===== config.mk =====
export PLATFORM = sky130hd
export DESIGN_NAME = instr_fetch_unit
export DESIGN_NICKNAME = d
export VERILOG_FILES = /design/src/rtl/instr_fetch_unit.sv
export SDC_FILE = /design/constraint.sdc
export NUM_CORES = 1
export LEC_CHECK = 0
export CORE_ASPECT_RATIO = 1.4
export CORE_UTILIZATION = 48
export DETAILED_ROUTE_END_ITERATION = 8
export GPL_TIMING_DRIVEN = 0
export PLACE_DENSITY = 0.77
export SKIP_CTS_REPAIR_TIMING = 1
export SLEW_MARGIN = 10
export SYNTH_ARGS = -nofsm -noshare
export SYNTH_HDL_FRONTEND = slang
export SYNTH_SLANG_ARGS = --single-unit

===== constraint.sdc =====
create_clock -name clk -period 6.1 [get_ports clk]
set_input_delay 1.22 -clock clk [delete_from_list [all_inputs] [get_ports clk]]
set_output_delay 1.22 -clock clk [all_outputs]
set_load 0.005 [all_outputs]

===== src/rtl/instr_fetch_unit.sv =====
// Instruction fetch stage: imem request FSM, one-entry skid buffer
// and IF/ID pipeline register, with in-flight redirect handling.
module instr_fetch_unit #(
  parameter logic [31:0] RESET_PC = 32'h0000_0000
) (
  input  logic        clk,
  input  logic        rst,
  output logic        imem_req,
  output logic [31:0] imem_addr,
  input  logic        imem_ready,
  input  logic [31:0] imem_rdata,
  input  logic        stall,
  input  logic        redirect_valid,
  input  logic [31:0] redirect_pc,
  output logic        id_valid,
  output logic [31:0] id_instr,
  output logic [31:0] id_pc4,
  output logic [5:0]  opcode,
  output logic [5:0]  func
);

  typedef enum logic [1:0] {
    IDLE  = 2'd0,
    FETCH = 2'd1,
    DROP  = 2'd2,
    HOLD  = 2'd3
  } state_t;

  state_t      state;
  state_t      state_nx;
  logic [31:0] fetch_addr;
  logic [31:0] pend_pc;
  logic [31:0] buf_instr;
  logic [31:0] buf_pc4;
  logic [31:0] seq_addr;

  // Word increment; the low two bits ride along untouched.
  assign seq_addr  = {fetch_addr[31:2] + 30'd1, fetch_addr[1:0]};
  assign imem_addr = fetch_addr;

  always_ff @(posedge clk or posedge rst) begin
    if (rst) state <= IDLE;
    else     state <= state_nx;
  end

  always_comb begin
    state_nx = state;
    unique case (state)
      IDLE:  state_nx = FETCH;
      FETCH: begin
        if (imem_ready) begin
          if (!redirect_valid && stall) state_nx = HOLD;
        end else if (redirect_valid) begin
          state_nx = DROP;
        end
      end
      DROP:  if (imem_ready) state_nx = FETCH;
      HOLD:  if (redirect_valid || !stall) state_nx = FETCH;
    endcase
  end

  always_comb begin
    imem_req = (state == FETCH) || (state == DROP);
    opcode   = id_valid ? id_instr[31:26] : 6'd0;
    func     = id_valid ? id_instr[5:0]   : 6'd0;
  end

  always_ff @(posedge clk or posedge rst) begin
    if (rst) begin
      fetch_addr <= RESET_PC;
      pend_pc    <= '0;
      buf_instr  <= '0;
      buf_pc4    <= '0;
      id_valid   <= 1'b0;
      id_instr   <= '0;
      id_pc4     <= '0;
    end else begin
      unique case (state)
        IDLE: ;
        FETCH: begin
          if (imem_ready) begin
            if (redirect_valid) begin
              fetch_addr <= redirect_pc;
            end else begin
              fetch_addr <= seq_addr;
              if (stall) begin
                buf_instr <= imem_rdata;
                buf_pc4   <= seq_addr;
              end else begin
                id_valid <= 1'b1;
                id_instr <= imem_rdata;
                id_pc4   <= seq_addr;
              end
            end
          end else if (redirect_valid) begin
            pend_pc <= redirect_pc;
          end else if (!stall) begin
            id_valid <= 1'b0;
          end
        end
        DROP: begin
          if (redirect_valid) pend_pc <= redirect_pc;
          if (imem_ready)
            fetch_addr <= redirect_valid ? redirect_pc : pend_pc;
          if (!stall) id_valid <= 1'b0;
        end
        HOLD: begin
          if (redirect_valid) begin
            fetch_addr <= redirect_pc;
          end else if (!stall) begin
            id_valid <= 1'b1;
            id_instr <= buf_instr;
            id_pc4   <= buf_pc4;
          end
        end
      endcase
      // A taken branch flushes IF/ID regardless of state or stall.
      if (redirect_valid) begin
        id_valid <= 1'b0;
        id_instr <= '0;
      end
    end
  end

endmodule


* Word level (Yosys, flattened, before mapping)
Cells that the tools add are included.
** Storage, ports and cells
- Input port bits :: 69
- Register bits after elaboration :: 195
- Logic and storage cells :: 78
- Output and inout port bits :: 110
** Operators by class
- $add $sub $neg :: 1
- Muxes and demuxes :: 32
- Reductions and logical operators :: 18
- Equality and inequality tests :: 17
- Bitwise operators :: 1
** Operators by type and width (number)
- $mux W32 :: 15
- $pmux W32 S2 :: 3
- $pmux W32 S3 :: 1
- $add A30 B1 Y30 const B :: 1
- $ne A2 B2 Y1 const B :: 10
- $reduce_and A4 Y1 :: 4
- $mux W6 :: 2
- $ne A3 B3 Y1 const B :: 4
- $mux W2 :: 5
- $pmux W2 S4 :: 1
- $reduce_and A6 Y1 :: 1
- $reduce_bool A3 Y1 :: 2
- $reduce_and A5 Y1 :: 1
- $eq A2 B2 Y1 const B :: 2
- $mux W1 :: 4
- $reduce_bool A2 Y1 :: 2
- $reduce_bool A4 Y1 :: 1
- $pmux W1 S3 :: 1
- $eq A2 B1 Y1 const B :: 1
- $logic_not A1 Y1 :: 2
- $logic_not A2 Y1 :: 1
- $logic_or A1 B1 Y1 :: 2
- $reduce_and A2 Y1 :: 1
- $logic_and A1 B1 Y1 :: 1
- $not A1 Y1 :: 1

* Depth between registers and ports, before layout
- Depth in word-level cells :: 5
- Depth in mapped cells :: 9
- Mapped depth without buffers :: 7

* Worst setup path before layout
OpenSTA, ideal clock, no wires.
- Kind :: input to register
- Start point :: in redirect_valid
- End point :: reg pend_pc[10]
- Path slack :: 3.297 ns
- Path buffers :: 1
- Stages :: 4
- Required time :: 5.975 ns
- Setup time :: 0.125 ns
- Arrival time :: 2.678 ns
- Cells stage by stage :: clkinv_1 -> nor3b_1 -> clkbuf_1 -> mux2_2
** Between the ends
- Word-level cells in the longest chain between the ends :: 3
** RTL lines
- start, declared :: RTL line 13 : input logic redirect_valid,
- $mux W32 (*)
- $mux W32
- $pmux W32 S2 (*)
- end signal, assigned :: RTL line 96 : pend_pc <= redirect_pc;
- end signal, assigned :: RTL line 102 : if (redirect_valid) pend_pc <= redirect_pc;
- end, declared :: RTL line 32 : logic [31:0] pend_pc;
Every way passes the cells marked *; elsewhere a longest branch is shown, timed or not. The select of a mux whose other input is x is not followed.
A chain may end at the register's enable or synchronous reset.

* Worst setup path in the final report
- Start point :: in imem_ready
- End point :: reg id_pc4[24]
** Between the ends
- Word-level cells in the longest chain between the ends :: 2
** RTL lines
- start, declared :: RTL line 10 : input logic imem_ready,
- $ne A2 B2 Y1 (no line)
- $reduce_and A6 Y1 (no line)
- end signal, assigned :: RTL line 92 : id_pc4 <= seq_addr;
- end signal, assigned :: RTL line 113 : id_pc4 <= buf_pc4;
- end, declared :: RTL line 17 : output logic [31:0] id_pc4,
Every way passes these cells.

==> results.cfg <==
[floorplanning]
die_w_um = 121
die_y_um = 169
initial_core_util = 0.495
num_rows = 60
core_mm2 = 0.0194
io_pins = 179
die_area_mm2 = 0.0206

[critical_path]
path_max_fanout = 10
crit_family = buffers and inverters
crit_slowest_cell = clkbuf_1
required_ps = 6490
crit_chain = clkdlybuf4s50_1 > mux2_2 > and3_1 > clkbuf_1 > clkbuf_1 > clkbuf_1 > nand3_1 > nand3_1
worst-path-buf-inv = 4
startpoint_type = input port
slowest_delay_ps = 700
cp_common_cell = clkbuf_1
worstSetupEndpointType = flip-flop
worstSetupPathType = input port to flip-flop
arrival_ps = 4110

[sta]
slew_viol_final = 0
max_slew_margin = 0.294
grt_setup_unrepaired = false
setup_violations = 0
whs_ps = 479
fin_crit_ps = 3730
worst_slew_pin_slew_ps = 1050
fin_skew_ps = 15.1
hold_viol_final = 0
period_share = 0.611
setup_tns_ps = 0
max_freq_mhz = 268

[synth]
syn_area_mm2 = 0.00959
ys_async_sr_fraction = 1.00
synth.area.top_cells = dfrtp_1 (51%), mux2_2 (9.9%), mux2i_1 (4.2%)
synth_top_cell_area_share = 0.509
synth_seq_cells = 195
synth_edf_count = 0
synth_ff_type = dfrtp_1
yosys_warnings = 0
synth_area_per_cell_um2 = 10.4
syn-num-nets = 998
yosysSeqAreaShare = 0.509
yosysTopAreaCell = dfrtp_1
synthDistinctLibCells = 56
synthCells = 925

[power]
powerDensity_mw_per_mm2 = 530
p_leak_nw = 5.14
peakVddDrop_uv = 251
finalPower_mw = 6.60

[placed_design]
post_dp_cell_area_mm2 = 0.0118
place_hpwl_um = 22000
io_buffers = 178
place_congestion = 0.948

[grt]
grt_usage = 0.300
grt_max_degree = 38
first_global_vias = 8320
gr-total-overflow = 0
grt_pass1_wl_um = 46300
antenna_found_initial = 0

[final_layout]
final_common_cell = dfrtp_1
multi_input_area_mm2 = 0.00434
antenna_cells = 0
layout_common_cells = dfrtp_1 (195), clkdlybuf4s50_1 (178), mux2_2 (84)
drive_gt1_frac = 0.123
register_area_mm2 = 0.00488
nNetsFinal = 1202
fillCellCount = 1639
fin_util = 0.643
design_area_mm2 = 0.0125
syn_to_final_growth_pct = 29.9

[detailed_routing]
first_pass_iters = 7
wl_per_cell_um = 21.3
vias_per_cell = 5.99
wirelength_um = 29600
ant_nets = 0
drc_errors = 0
drtIter0Drc = 700
vias = 8323

[min_path]
hp-class = flip-flop to flip-flop

[clock_tree]
clock_latency_ps = 460
clk_pin_slew_ps = 80
cts_buffers = 17
clockRootBuffer = clkbuf_16
cts.sinks = 195
cts_htree_levels = 4
cts_tree = done
cts.path.max_buffers = 2

[status]
status = finished, final reports clean

[job]
cap_violations = 0
[per-stage QoR]
step / cells / setup WS, ps
5_1_grt: 1390 / 2360
2_1_floorplan: 925 / 2360
3_3_place_gp: 1351 / 757
3_5_place_dp: 1358 / 2050
6_report: 1390 / 2370
4_1_cts: 1390 / 2470
[sequential cells by signal (all words and copies together), names as in the netlist]
| signal | flops |
|---|---|
| buf_instr | 32 |
| buf_pc4 | 32 |
| id_instr | 32 |
| id_pc4 | 32 |
| id_valid | 1 |
| imem_addr | 32 |
| pend_pc | 32 |
| state | 2 |
[area by class of cell]
type / count / area share
plain buffers: 72 / 0.0232
clock buffers: 17 / 0.0341
clock inverters: 15 / 0.0156
inverters: 20 / 0.00633
multi-input cells: 638 / 0.349
flip-flops and latches: 195 / 0.392
well taps: 248 / 0.0249
repair buffers: 185 / 0.155
[worst register-to-register path, cell delays in order, from the launching register on]
cell and delay [ps]:
dfrtp_1 420, ha_1 160, clkbuf_1 260, mux2_2 240, and3_1 150, clkbuf_1 500
clkbuf_1 400, clkbuf_1 710, nand3_1 170, nand3_1 120
[cells in the mapped netlist, drive strengths merged (6+ instances only)]
master   instances
o2bb2ai          8
inv             19
mux2i           40
a22o             6
a21oi           50
dfrtp          195
nand4           10
nand3           35
nor3            11
a22oi            9
xnor2           19
and3            16
o22ai            6
o21ai           74
a221oi          14
nor2            78
clkbuf          59
nor4             6
and2            17
a222oi           7
a211oi          32
or4              6
mux2            84
buf             13
nand2           59
[kinds of logic (layout without fill, tap and decap cells)]
logic type / count (synthesis) / in the layout / synth area share
and+or+nand+nor: 252 / 252 / 0.129
AOI/OAI and AO/OA: 234 / 234 / 0.157
DFF: 195 / 195 / 0.509
muxes: 124 / 124 / 0.140
buffers and inverters: 92 / 309 / 0.0380
xor gates and xnor gates: 24 / 24 / 0.0219
adders and majority gates: 4 / 4 / 0.00522
[per-layer routing]
layer  share of wire  track usage  vias to the layer above
met3           0.072       0.0669                       65
met5               0            0                        -
met1            0.38        0.354                     4111
li1                -            -                     3761
met4           0.040        0.152                        0
met2            0.51        0.511                      386
[worst paths after layout]
check	from	end	slack, ps	cells past startpoint
setup reg to reg	state[0]	id_pc4[24]	2920	9
max in group asynchronous	rst	id_instr[20]	4040	5
hold reg to reg	buf_pc4[25]	buf_pc4[25]	480	2
hold / removal	buf_pc4[25]	buf_pc4[25]	480	2
min in group asynchronous	rst	id_pc4[26]	1150	2
setup / recovery	imem_ready	id_pc4[24]	2370	8
[power by group]
part           internal (mW)  switching [mW]
clock                  0.566           0.596
combinational           1.45            1.61
sequential              1.90           0.477
(Power assumes the default switching activity.)
